==> config.mk <==
export PLATFORM = sky130hd
export DESIGN_NAME = uart_slave_flat
export DESIGN_NICKNAME = d
export VERILOG_FILES = /design/src/rtl/uart_slave_if.sv /design/src/rtl/uart_slave.sv /design/src/flat_wrapper.sv
export SDC_FILE = /design/constraint.sdc
export NUM_CORES = 1
export LEC_CHECK = 0
export ABC_AREA = 1
export BUFFER_PORTS_ARGS = -buffer_cell sky130_fd_sc_hd__clkbuf_2
export CAP_MARGIN = 20
export CORE_MARGIN = 2
export CORE_UTILIZATION = 54
export CTS_CLUSTER_SIZE = 20
export DETAILED_ROUTE_END_ITERATION = 8
export HOLD_SLACK_MARGIN = 0.1
export PLACE_DENSITY = 0.84
export SYNTH_ARGS = -nofsm -noshare
export SYNTH_HDL_FRONTEND = slang
export SYNTH_SLANG_ARGS = --single-unit
==> constraint.sdc <==
create_clock -name clk -period 3.65 [get_ports clk]
set_input_delay 0.365 -clock clk [delete_from_list [all_inputs] [get_ports clk]]
set_output_delay 0.365 -clock clk [all_outputs]
set_load 0.05 [all_outputs]
==> src/rtl/uart_slave_if.sv <==
// rtl/uart_slave_if.sv - shared-bus slave port signals for the UART peripheral
interface uart_slave_if;
   logic        CS_;
   logic        As_;
   logic        RW;
   logic [29:0] Addr;
   logic [31:0] WrData;
   logic [31:0] RdData;
   logic        Rdy_;

   modport master (
      output CS_, As_, RW, Addr, WrData,
      input  RdData, Rdy_
   );

   modport slave (
      input  CS_, As_, RW, Addr, WrData,
      output RdData, Rdy_
   );
endinterface

==> src/rtl/uart_slave.sv <==
// rtl/uart_slave.sv - memory-mapped 8N1 UART with STATUS/DATA registers and level interrupts
module uart_slave #(
   parameter int DIV_CNT = 260,
   parameter int DIV_W   = 9
) (
   input  logic        clk,
   input  logic        reset_,
   uart_slave_if.slave bus,
   output logic        RxIrq,
   output logic        TxIrq,
   input  logic        UartRX,
   output logic        UartTX
);

   localparam logic [DIV_W-1:0] LAST = DIV_W'(DIV_CNT - 1);
   localparam logic [DIV_W-1:0] HALF = DIV_W'(DIV_CNT / 2);

   typedef enum logic [1:0] {TX_IDLE, TX_START, TX_DATA, TX_STOP} txState_t;
   typedef enum logic [2:0] {RX_IDLE, RX_START, RX_DATA, RX_STOP, RX_WAIT_HIGH} rxState_t;

   txState_t         txState, txStateNext;
   rxState_t         rxState, rxStateNext;
   logic [DIV_W-1:0] txCnt, rxCnt;
   logic [2:0]       txBitIdx, rxBitIdx;
   logic [7:0]       txShift, rxShift, rxData;
   logic             txTick, txStart, txDone, txLevel;
   logic             rxHalf, rxSample, rxGood, rxBad;
   logic             rxMeta, rxS;
   logic             rxIntr, txIntr, frameErr, overrun;
   logic             rxBusy, txBusy;
   logic             accept, wrStatus, wrDataReg;
   logic [31:0]      statusWord, rdMux;
   logic             unusedBits;

   assign accept    = !bus.CS_ && !bus.As_;
   assign wrStatus  = accept && !bus.RW && !bus.Addr[0];
   assign wrDataReg = accept && !bus.RW &&  bus.Addr[0];

   assign txBusy = (txState != TX_IDLE);
   assign rxBusy = (rxState != RX_IDLE);

   assign statusWord = {26'b0, overrun, frameErr, txBusy, rxBusy, txIntr, rxIntr};
   assign rdMux      = bus.Addr[0] ? {24'b0, rxData} : statusWord;

   assign RxIrq = rxIntr;
   assign TxIrq = txIntr;

   assign unusedBits = &{1'b0, bus.Addr[29:1], bus.WrData[31:8]};

   // Bus response: one-cycle Rdy_ pulse after every accepted access, read data only in that cycle
   always_ff @(posedge clk) begin
      if (!reset_) begin
         bus.Rdy_   <= 1'b1;
         bus.RdData <= 32'b0;
      end else begin
         bus.Rdy_   <= !accept;
         bus.RdData <= (accept && bus.RW) ? rdMux : 32'b0;
      end
   end

   // STATUS flags: software writes load rw0 bits, hardware sets on the same edge take priority
   always_ff @(posedge clk) begin
      if (!reset_) begin
         rxIntr   <= 1'b0;
         txIntr   <= 1'b0;
         frameErr <= 1'b0;
         overrun  <= 1'b0;
      end else begin
         rxIntr   <= rxGood | (wrStatus ? bus.WrData[0] : rxIntr);
         txIntr   <= txDone | (wrStatus ? bus.WrData[1] : txIntr);
         frameErr <= rxBad  | (wrStatus ? bus.WrData[4] : frameErr);
         overrun  <= (rxGood && rxIntr) | (wrStatus ? bus.WrData[5] : overrun);
      end
   end

   // TX next-state and line level for the current state
   always_comb begin
      txStateNext = txState;
      txTick      = (txState != TX_IDLE) && (txCnt == LAST);
      txStart     = 1'b0;
      txDone      = 1'b0;
      txLevel     = 1'b1;
      case (txState)
         TX_IDLE: begin
            if (wrDataReg) begin
               txStart     = 1'b1;
               txStateNext = TX_START;
            end
         end
         TX_START: begin
            txLevel = 1'b0;
            if (txTick) txStateNext = TX_DATA;
         end
         TX_DATA: begin
            txLevel = txShift[txBitIdx];
            if (txTick && txBitIdx == 3'd7) txStateNext = TX_STOP;
         end
         TX_STOP: begin
            if (txTick) begin
               txDone      = 1'b1;
               txStateNext = TX_IDLE;
            end
         end
         default: txStateNext = TX_IDLE;
      endcase
   end

   // TX state register, bit timer, byte latch and registered serial output
   always_ff @(posedge clk) begin
      if (!reset_) begin
         txState  <= TX_IDLE;
         txCnt    <= '0;
         txBitIdx <= 3'd0;
         txShift  <= 8'd0;
         UartTX   <= 1'b1;
      end else begin
         txState <= txStateNext;
         txCnt   <= (txState == TX_IDLE || txTick) ? '0 : txCnt + DIV_W'(1);
         if (txStart) txShift <= bus.WrData[7:0];
         if (txState == TX_DATA && txTick) txBitIdx <= txBitIdx + 3'd1;
         UartTX <= txLevel;
      end
   end

   // RX next-state: start qualification at mid-bit, centre sampling, stop check, break hold-off
   always_comb begin
      rxStateNext = rxState;
      rxHalf      = (rxState == RX_START) && (rxCnt == HALF);
      rxSample    = (rxState == RX_DATA || rxState == RX_STOP) && (rxCnt == LAST);
      rxGood      = 1'b0;
      rxBad       = 1'b0;
      case (rxState)
         RX_IDLE: begin
            if (!rxS) rxStateNext = RX_START;
         end
         RX_START: begin
            if (rxHalf) rxStateNext = rxS ? RX_IDLE : RX_DATA;
         end
         RX_DATA: begin
            if (rxSample && rxBitIdx == 3'd7) rxStateNext = RX_STOP;
         end
         RX_STOP: begin
            if (rxSample) begin
               if (rxS) begin
                  rxGood      = 1'b1;
                  rxStateNext = RX_IDLE;
               end else begin
                  rxBad       = 1'b1;
                  rxStateNext = RX_WAIT_HIGH;
               end
            end
         end
         RX_WAIT_HIGH: begin
            if (rxS) rxStateNext = RX_IDLE;
         end
         default: rxStateNext = RX_IDLE;
      endcase
   end

   // RX synchronizer, state register, bit timer, shift register and received byte
   always_ff @(posedge clk) begin
      if (!reset_) begin
         rxMeta   <= 1'b1;
         rxS      <= 1'b1;
         rxState  <= RX_IDLE;
         rxCnt    <= '0;
         rxBitIdx <= 3'd0;
         rxShift  <= 8'd0;
         rxData   <= 8'd0;
      end else begin
         rxMeta  <= UartRX;
         rxS     <= rxMeta;
         rxState <= rxStateNext;
         if (rxState == RX_IDLE || rxState == RX_WAIT_HIGH || rxHalf || rxSample)
            rxCnt <= '0;
         else
            rxCnt <= rxCnt + DIV_W'(1);
         if (rxState == RX_DATA && rxSample) begin
            rxShift  <= {rxS, rxShift[7:1]};
            rxBitIdx <= rxBitIdx + 3'd1;
         end
         if (rxGood) rxData <= rxShift;
      end
   end

endmodule

==> src/flat_wrapper.sv <==
// flat-port wrapper written by rule: the top's interface ports become plain ports
module uart_slave_flat 
#(
   parameter int DIV_CNT = 260,
   parameter int DIV_W   = 9
)
  (clk, reset_, RxIrq, TxIrq, UartRX, UartTX, bus_CS_, bus_As_, bus_RW, bus_Addr, bus_WrData, bus_RdData, bus_Rdy_);
  uart_slave_if bus_i ();
  input  logic clk;
  input  logic reset_;
  output logic RxIrq;
  output logic TxIrq;
  input  logic UartRX;
  output logic UartTX;
  input wire logic [$bits(bus_i.CS_)-1:0] bus_CS_;
  input wire logic [$bits(bus_i.As_)-1:0] bus_As_;
  input wire logic [$bits(bus_i.RW)-1:0] bus_RW;
  input wire logic [$bits(bus_i.Addr)-1:0] bus_Addr;
  input wire logic [$bits(bus_i.WrData)-1:0] bus_WrData;
  output wire logic [$bits(bus_i.RdData)-1:0] bus_RdData;
  output wire logic [$bits(bus_i.Rdy_)-1:0] bus_Rdy_;
  assign bus_i.CS_ = bus_CS_;
  assign bus_i.As_ = bus_As_;
  assign bus_i.RW = bus_RW;
  assign bus_i.Addr = bus_Addr;
  assign bus_i.WrData = bus_WrData;
  assign bus_RdData = bus_i.RdData;
  assign bus_Rdy_ = bus_i.Rdy_;
  uart_slave #(.DIV_CNT(DIV_CNT), .DIV_W(DIV_W)) u_core (.clk(clk), .reset_(reset_), .bus(bus_i), .RxIrq(RxIrq), .TxIrq(TxIrq), .UartRX(UartRX), .UartTX(UartTX));
endmodule
# Yosys cells after proc, flatten, opt, wreduce, memory -nomap -nowiden
# Index checks and enable logic that the tools add are counted.
op_classes:
  muxes: 31
  n_eq_ne: 21
  n_lt_le_gt_ge: 1
  bitwise_logic: 5
  n_reduce_logical: 33
  n_addsub: 4
op_table:
  columns: ["operator", "n"]
  rows:
  - ["adder 9 x 1 -> 9 bit (second input constant)", 2]
  - ["== test 9 bit (second input constant)", 2]
  - ["two-way mux 3 bit", 6]
  - ["inequality test 2 x 1 -> 1 bit (second input constant)", 8]
  - ["two-way mux 1 bit", 15]
  - ["one-hot mux 3 bit (5 select lines)", 1]
  - ["logical AND 1 bit", 13]
  - ["two-way mux 2 bit", 5]
  - ["== test 3 bit (second input constant)", 3]
  - ["== test 9 x 8 -> 1 bit (second input constant)", 1]
  - ["one-hot mux 2 bit (4 select lines)", 1]
  - ["adder 3 x 1 -> 3 bit (second input constant)", 2]
  - ["== test 3 x 2 -> 1 bit (second input constant)", 2]
  - ["two-way mux 6 bit", 1]
  - ["zero test 1 bit", 5]
  - ["logical OR 1 bit", 5]
  - ["AND reduction 5 bit", 1]
  - ["== test 2 bit (second input constant)", 2]
  - ["less-than comparator 3 x 4 -> 1 bit (second input constant)", 1]
  - ["bitwise OR 1 bit", 4]
  - ["AND reduction 4 bit", 1]
  - ["OR reduction 2 bit", 2]
  - ["binary-select mux 1 bit (select 3 bit)", 1]
  - ["== test 3 x 1 -> 1 bit (second input constant)", 1]
  - ["10 further kinds", 10]
totals:
  elab_cells: 114
  input_bits: 68
  register_bits: 93
  out_inout_bits: 36

# Depth between registers and ports, before layout
logic_depth:
  ltp_word: 7
  ltp_mapped: 11

# Worst setup path after synthesis
# Ideal clock, no wire load.
synth_timing:
  path_type: "flip-flop to flip-flop"
  start: "register u_core.txState[0]"
  end: "register u_core.txState[0]"
  n_path_buf: 0
  stages_incl_launch_ff: 9
  setup_time_ns: 0.115
  slack_ns: 2.279
  arrival_ns: 1.256
  synth_period_minus_slack_ns: 1.371
  path_cell_list: "dfxtp_1 -> inv_1 -> ha_1 -> inv_1 -> or2_2 -> nand3_1 -> nand3_1 -> nand2_1 -> nor2_1"
synth_via:
  elab_chain_len: 5
  word_cells_on_any_way: 13
  cone_classes: "eq/ne (7); mux (1); reduce/logical (5)"
synth_lines:
  columns: ["element", "line_no", "source"]
  rows:
  - ["start, declared", "uart_slave.sv:21", "txState_t txState, txStateNext;"]
  - ["start signal, assigned", "uart_slave.sv:117", "txState <= txStateNext;"]
  - ["nonzero test 2 bit", "uart_slave.sv:79", "txTick = (txState != TX_IDLE) && (txCnt == LAST);"]
  - ["logical AND 1 bit", "uart_slave.sv:79", null]
  - ["logical AND 1 bit", "uart_slave.sv:96", "if (txTick && txBitIdx == 3'd7) txStateNext = TX_STOP;"]
  - ["inequality test 2 x 1 -> 1 bit (no line)", null, null]
  - ["AND reduction 4 bit (no line)", null, null]
# Several ways; a longest one is shown, not always the timed one.
# A chain may end at the register's enable or synchronous reset.

# Worst setup path after layout
layout_timing:
  start: "register u_core.txState[0]"
  end: "register u_core.txShift[1]"
layout_via:
  elab_chain_len: 2
layout_lines:
  columns: ["element", "line_no", "source"]
  rows:
  - ["zero test 2 bit", "uart_slave.sv:83", "case (txState)"]
  - ["two-way mux 1 bit", "uart_slave.sv:83", null]
  - ["end signal, assigned", "uart_slave.sv:119", "if (txStart) txShift <= bus.WrData[7:0];"]
  - ["end, declared", "uart_slave.sv:25", "logic [7:0] txShift, rxShift, rxData;"]
# No other way between the ends.

==> results by group <==
Yosys
  – Cell taking the most area after synthesis: dfxtp_1
  – Proportion of synthesized chip area in sequential cells: 43.0%
  – Proportion of netlist area held by the largest area contributor: 43.0%
  – Post-synthesis register bit count: 69
  – Synthesized area per cell: 7.77 um^2
  – Top post-synthesis cells by area: dfxtp_1 43%, nor2_1 8.6%, buf_4 5.8%, nand2_1 5.6%, o21ai_0 4.8%
  – Synth warn: 0
  – Syn Inst Count: 414
  – Syn Std Cell Area: 3220 um^2
  – Number of distinct standard cells referenced by the synthesized netlist: 33

Timing
  – Setup repair after global routing missed its margin: false
  – Top achievable clock speed: 579 MHz
  – Worst Slack Setup Final: 1.92 ns
  – Final Hold Vio Count: 0
  – Final period demand of the worst path: 1.73 ns
  – Sum of negative setup slack: 0 ns
  – Worst-Margin Slew: 0.592 ns
  – Post-route clock period utilization: 47.3%
  – Final worst clock skew: 0.00729 ns
  – Slew Viols, Final: 0
  – Number of failing setup endpoints in the final timing report: 0
  – Relative max-transition margin: 60.5%

Die
  – Width of the die: 81.2 um
  – Top-level I/O count: 104
  – # rows: 28
  – Starting density of the core: 55.0%
  – Placeable Area: 5850 um^2
  – Die Area: 6590 um^2
  – Vert. Die Dim: 81.2 um

CTS
  – Count of instances resized after the clock tree is built: 0
  – Number of clock sinks: 69
  – Number of buffers created by CTS: 9
  – Hold buffer count at CTS: 0
  – Clock tree from TritonCTS: done
  – Clock buffer depth: 2
  – Number of setup buffers added after CTS: 0
  – Clock latency at the later pin of the worst-skew pair: 0.35 ns
  – CTS Root Buffer Type: clkbuf_8
  – H-Tree Depth: 3
  – CTS clk-pin slew, worst paths: 0.07 ns

Place
  – Instance area after placement: 3300 um^2
  – Buffers added on ports: 26
  – Post-Place Setup Slack: 1.79 ns
  – Final weighted congestion of routability-driven global placement: 0.868
  – Dpl hpwl: 4.25 mm

Global route
  – Antenna violations before repair: 0
  – Global-route wire length before repair: 10.1 mm
  – Via count of the first global-routing pass: 2317
  – Total track usage: 20.1%
  – Maximum number of pins on one net before global-route repair: 36
  – GRT Residual Overflow: 0

Route
  – Number of nets with antenna violations after detailed routing: 0
  – Total vias in the final route: 2547
  – Drt total wl: 5.84 mm
  – Count of unresolved DRC violations after routing: 0
  – Detailed-routing iteration count for the pre-antenna-repair pass: 4
  – Number of design-rule violations left by the first detailed-router iteration: 141
  – Routed via count divided by cell count: 4.88
  – Average wire per standard cell: 11.2 um

Hold path
  – Hold path depth: 2
  – Classification of the worst-slack hold path: in -> reg

Cells and area
  – Commonest cells after routing, fill and taps aside: 74 x nor2_1, 69 x dfxtp_1, 48 x nand2_1
  – Growth of design area from synthesis to finish: 8.13%
  – Number of nets in the final layout: 522
  – Most common cell after layout, fill and taps aside: nor2_1
  – Final standard cell area without fillers: 3480 um^2
  – Share of final-layout standard cells stronger than drive strength 1: 15.9%
  – N_diodes: 0
  – Fill cell total of the finished layout: 515

Critical path
  – Startpoint type of the worst setup path: flip-flop
  – Endpoint required time on the critical path: 3.87 ns
  – Count of cells along the worst register-to-register path: 5
  – Worst Path Arrival: 1.95 ns
  – Category of the most critical setup path: reg -> reg
  – Critical path peak fanout: 16
  – Crit. End Element: flip-flop

Pwr
  – Maximum resistive drop on vdd: 0.337 mV
  – Final Total Pwr: 1.75 mW
  – Cell leakage power: 1.50 nW
  – Pwr dens: 505 nW/um^2

Outcome
  – Outcome: complete, no violations

Run
  – Max-cap violations: 0
-- area by class of cell --
type	count	area, um^2	area share, %
repair buffers	26	130	3.74
flip-flops and latches	69	1380	39.7
clock inverters	6	38.8	1.12
clock buffers	10	138	3.96
inverters	45	174	5.00
well taps	75	93.8	2.70
multi-input cells	291	1520	43.8
-- cells in the mapped netlist --
cell / number
nor2_1: 74
dfxtp_1: 69
nand2_1: 48
inv_1: 37
o21ai_0: 31
a21oi_1: 26
buf_4: 25
nand3_1: 22
ha_1: 12
xor2_1: 10
nand4_1: 8
inv_2: 6
nor3_1: 6
or2_2: 5
a31oi_1: 4
clkbuf_1: 3
nor2_2: 3
nor2_4: 3
buf_2: 2
inv_4: 2
nand2_2: 2
nand2_4: 2
nor3_2: 2
o21ai_2: 2
xnor2_1: 2
a311oi_1: 1
buf_6: 1
clkbuf_2: 1
conb_1: 1
nand3_4: 1
nand3b_1: 1
nor2_8: 1
nor3b_1: 1
-- state kept, by name, summed over array words and instances (netlist names) --
signal and cells:
u_core.bus.Rdy_ 1, u_core.RxIrq 1, u_core.rxData 8, u_core.rxCnt 9, u_core.txBitIdx 3, u_core.overrun 1, u_core.rxState 3, u_core.bus.RdData 8
u_core.txShift 8, u_core.txCnt 9, u_core.UartTX 1, u_core.txState 2, u_core.rxMeta 1, u_core.TxIrq 1, u_core.frameErr 1, u_core.rxBitIdx 3
u_core.rxShift 8, u_core.rxS 1
-- per-layer routing --
metal	part of all wire, %	vias to the layer above	track usage [%]
met5	0	-	0
met4	1.7	0	8.98
met3	4.2	13	5.22
met2	49	50	33.7
met1	45	1146	24.1
li1	-	1338	-
-- report_power, final --
part / total, mW / internal (mW) / switching [mW] / leakage [nW]
sequential: 0.826 / 0.793 / 0.0332 / 0.558
combinational: 0.380 / 0.109 / 0.271 / 0.852
clock: 0.549 / 0.262 / 0.287 / 0.0880
-- critical path: stages, from the launching register on --
cell     delay, ns
dfxtp_1       0.34
inv_1         0.12
ha_1          0.23
nand4_1       0.46
o21ai_0       0.38
a21oi_1       0.07
-- metrics by stage --
stage	utilization, %	std cells	hold slack (ns)
after global routing	59.4	522	0.218
after CTS	59.4	522	0.212
after global placement	56.4	506	0.401
after detailed placement	56.4	506	0.406
final	59.4	522	0.215
after floorplan	-	437	0.393
-- kinds of logic (layout without fill, tap and decap cells) --
| group | after synthesis | after routing | synth area share, % |
|---|---|---|---|
| simple gates | 179 | 179 | 26.1 |
| flops | 69 | 69 | 43.0 |
| fa+ha+maj | 12 | 12 | 4.67 |
| compound gates | 64 | 64 | 10.5 |
| buf+inv | 77 | 87 | 12.4 |
| other cells | 1 | 24 | 0.117 |
| xor+xnor | 12 | 12 | 3.27 |
-- worst paths after layout --
check / start / endpoint / slack [ns]
setup / recovery: u_core.txState[0] / u_core.txShift[1] / 1.92
hold / removal: UartRX / u_core.rxMeta / 0.22
setup reg to reg: u_core.txState[0] / u_core.txShift[1] / 1.92
hold reg to reg: u_core.rxMeta / u_core.rxS / 0.42
Power figures use the tool's default switching activity.
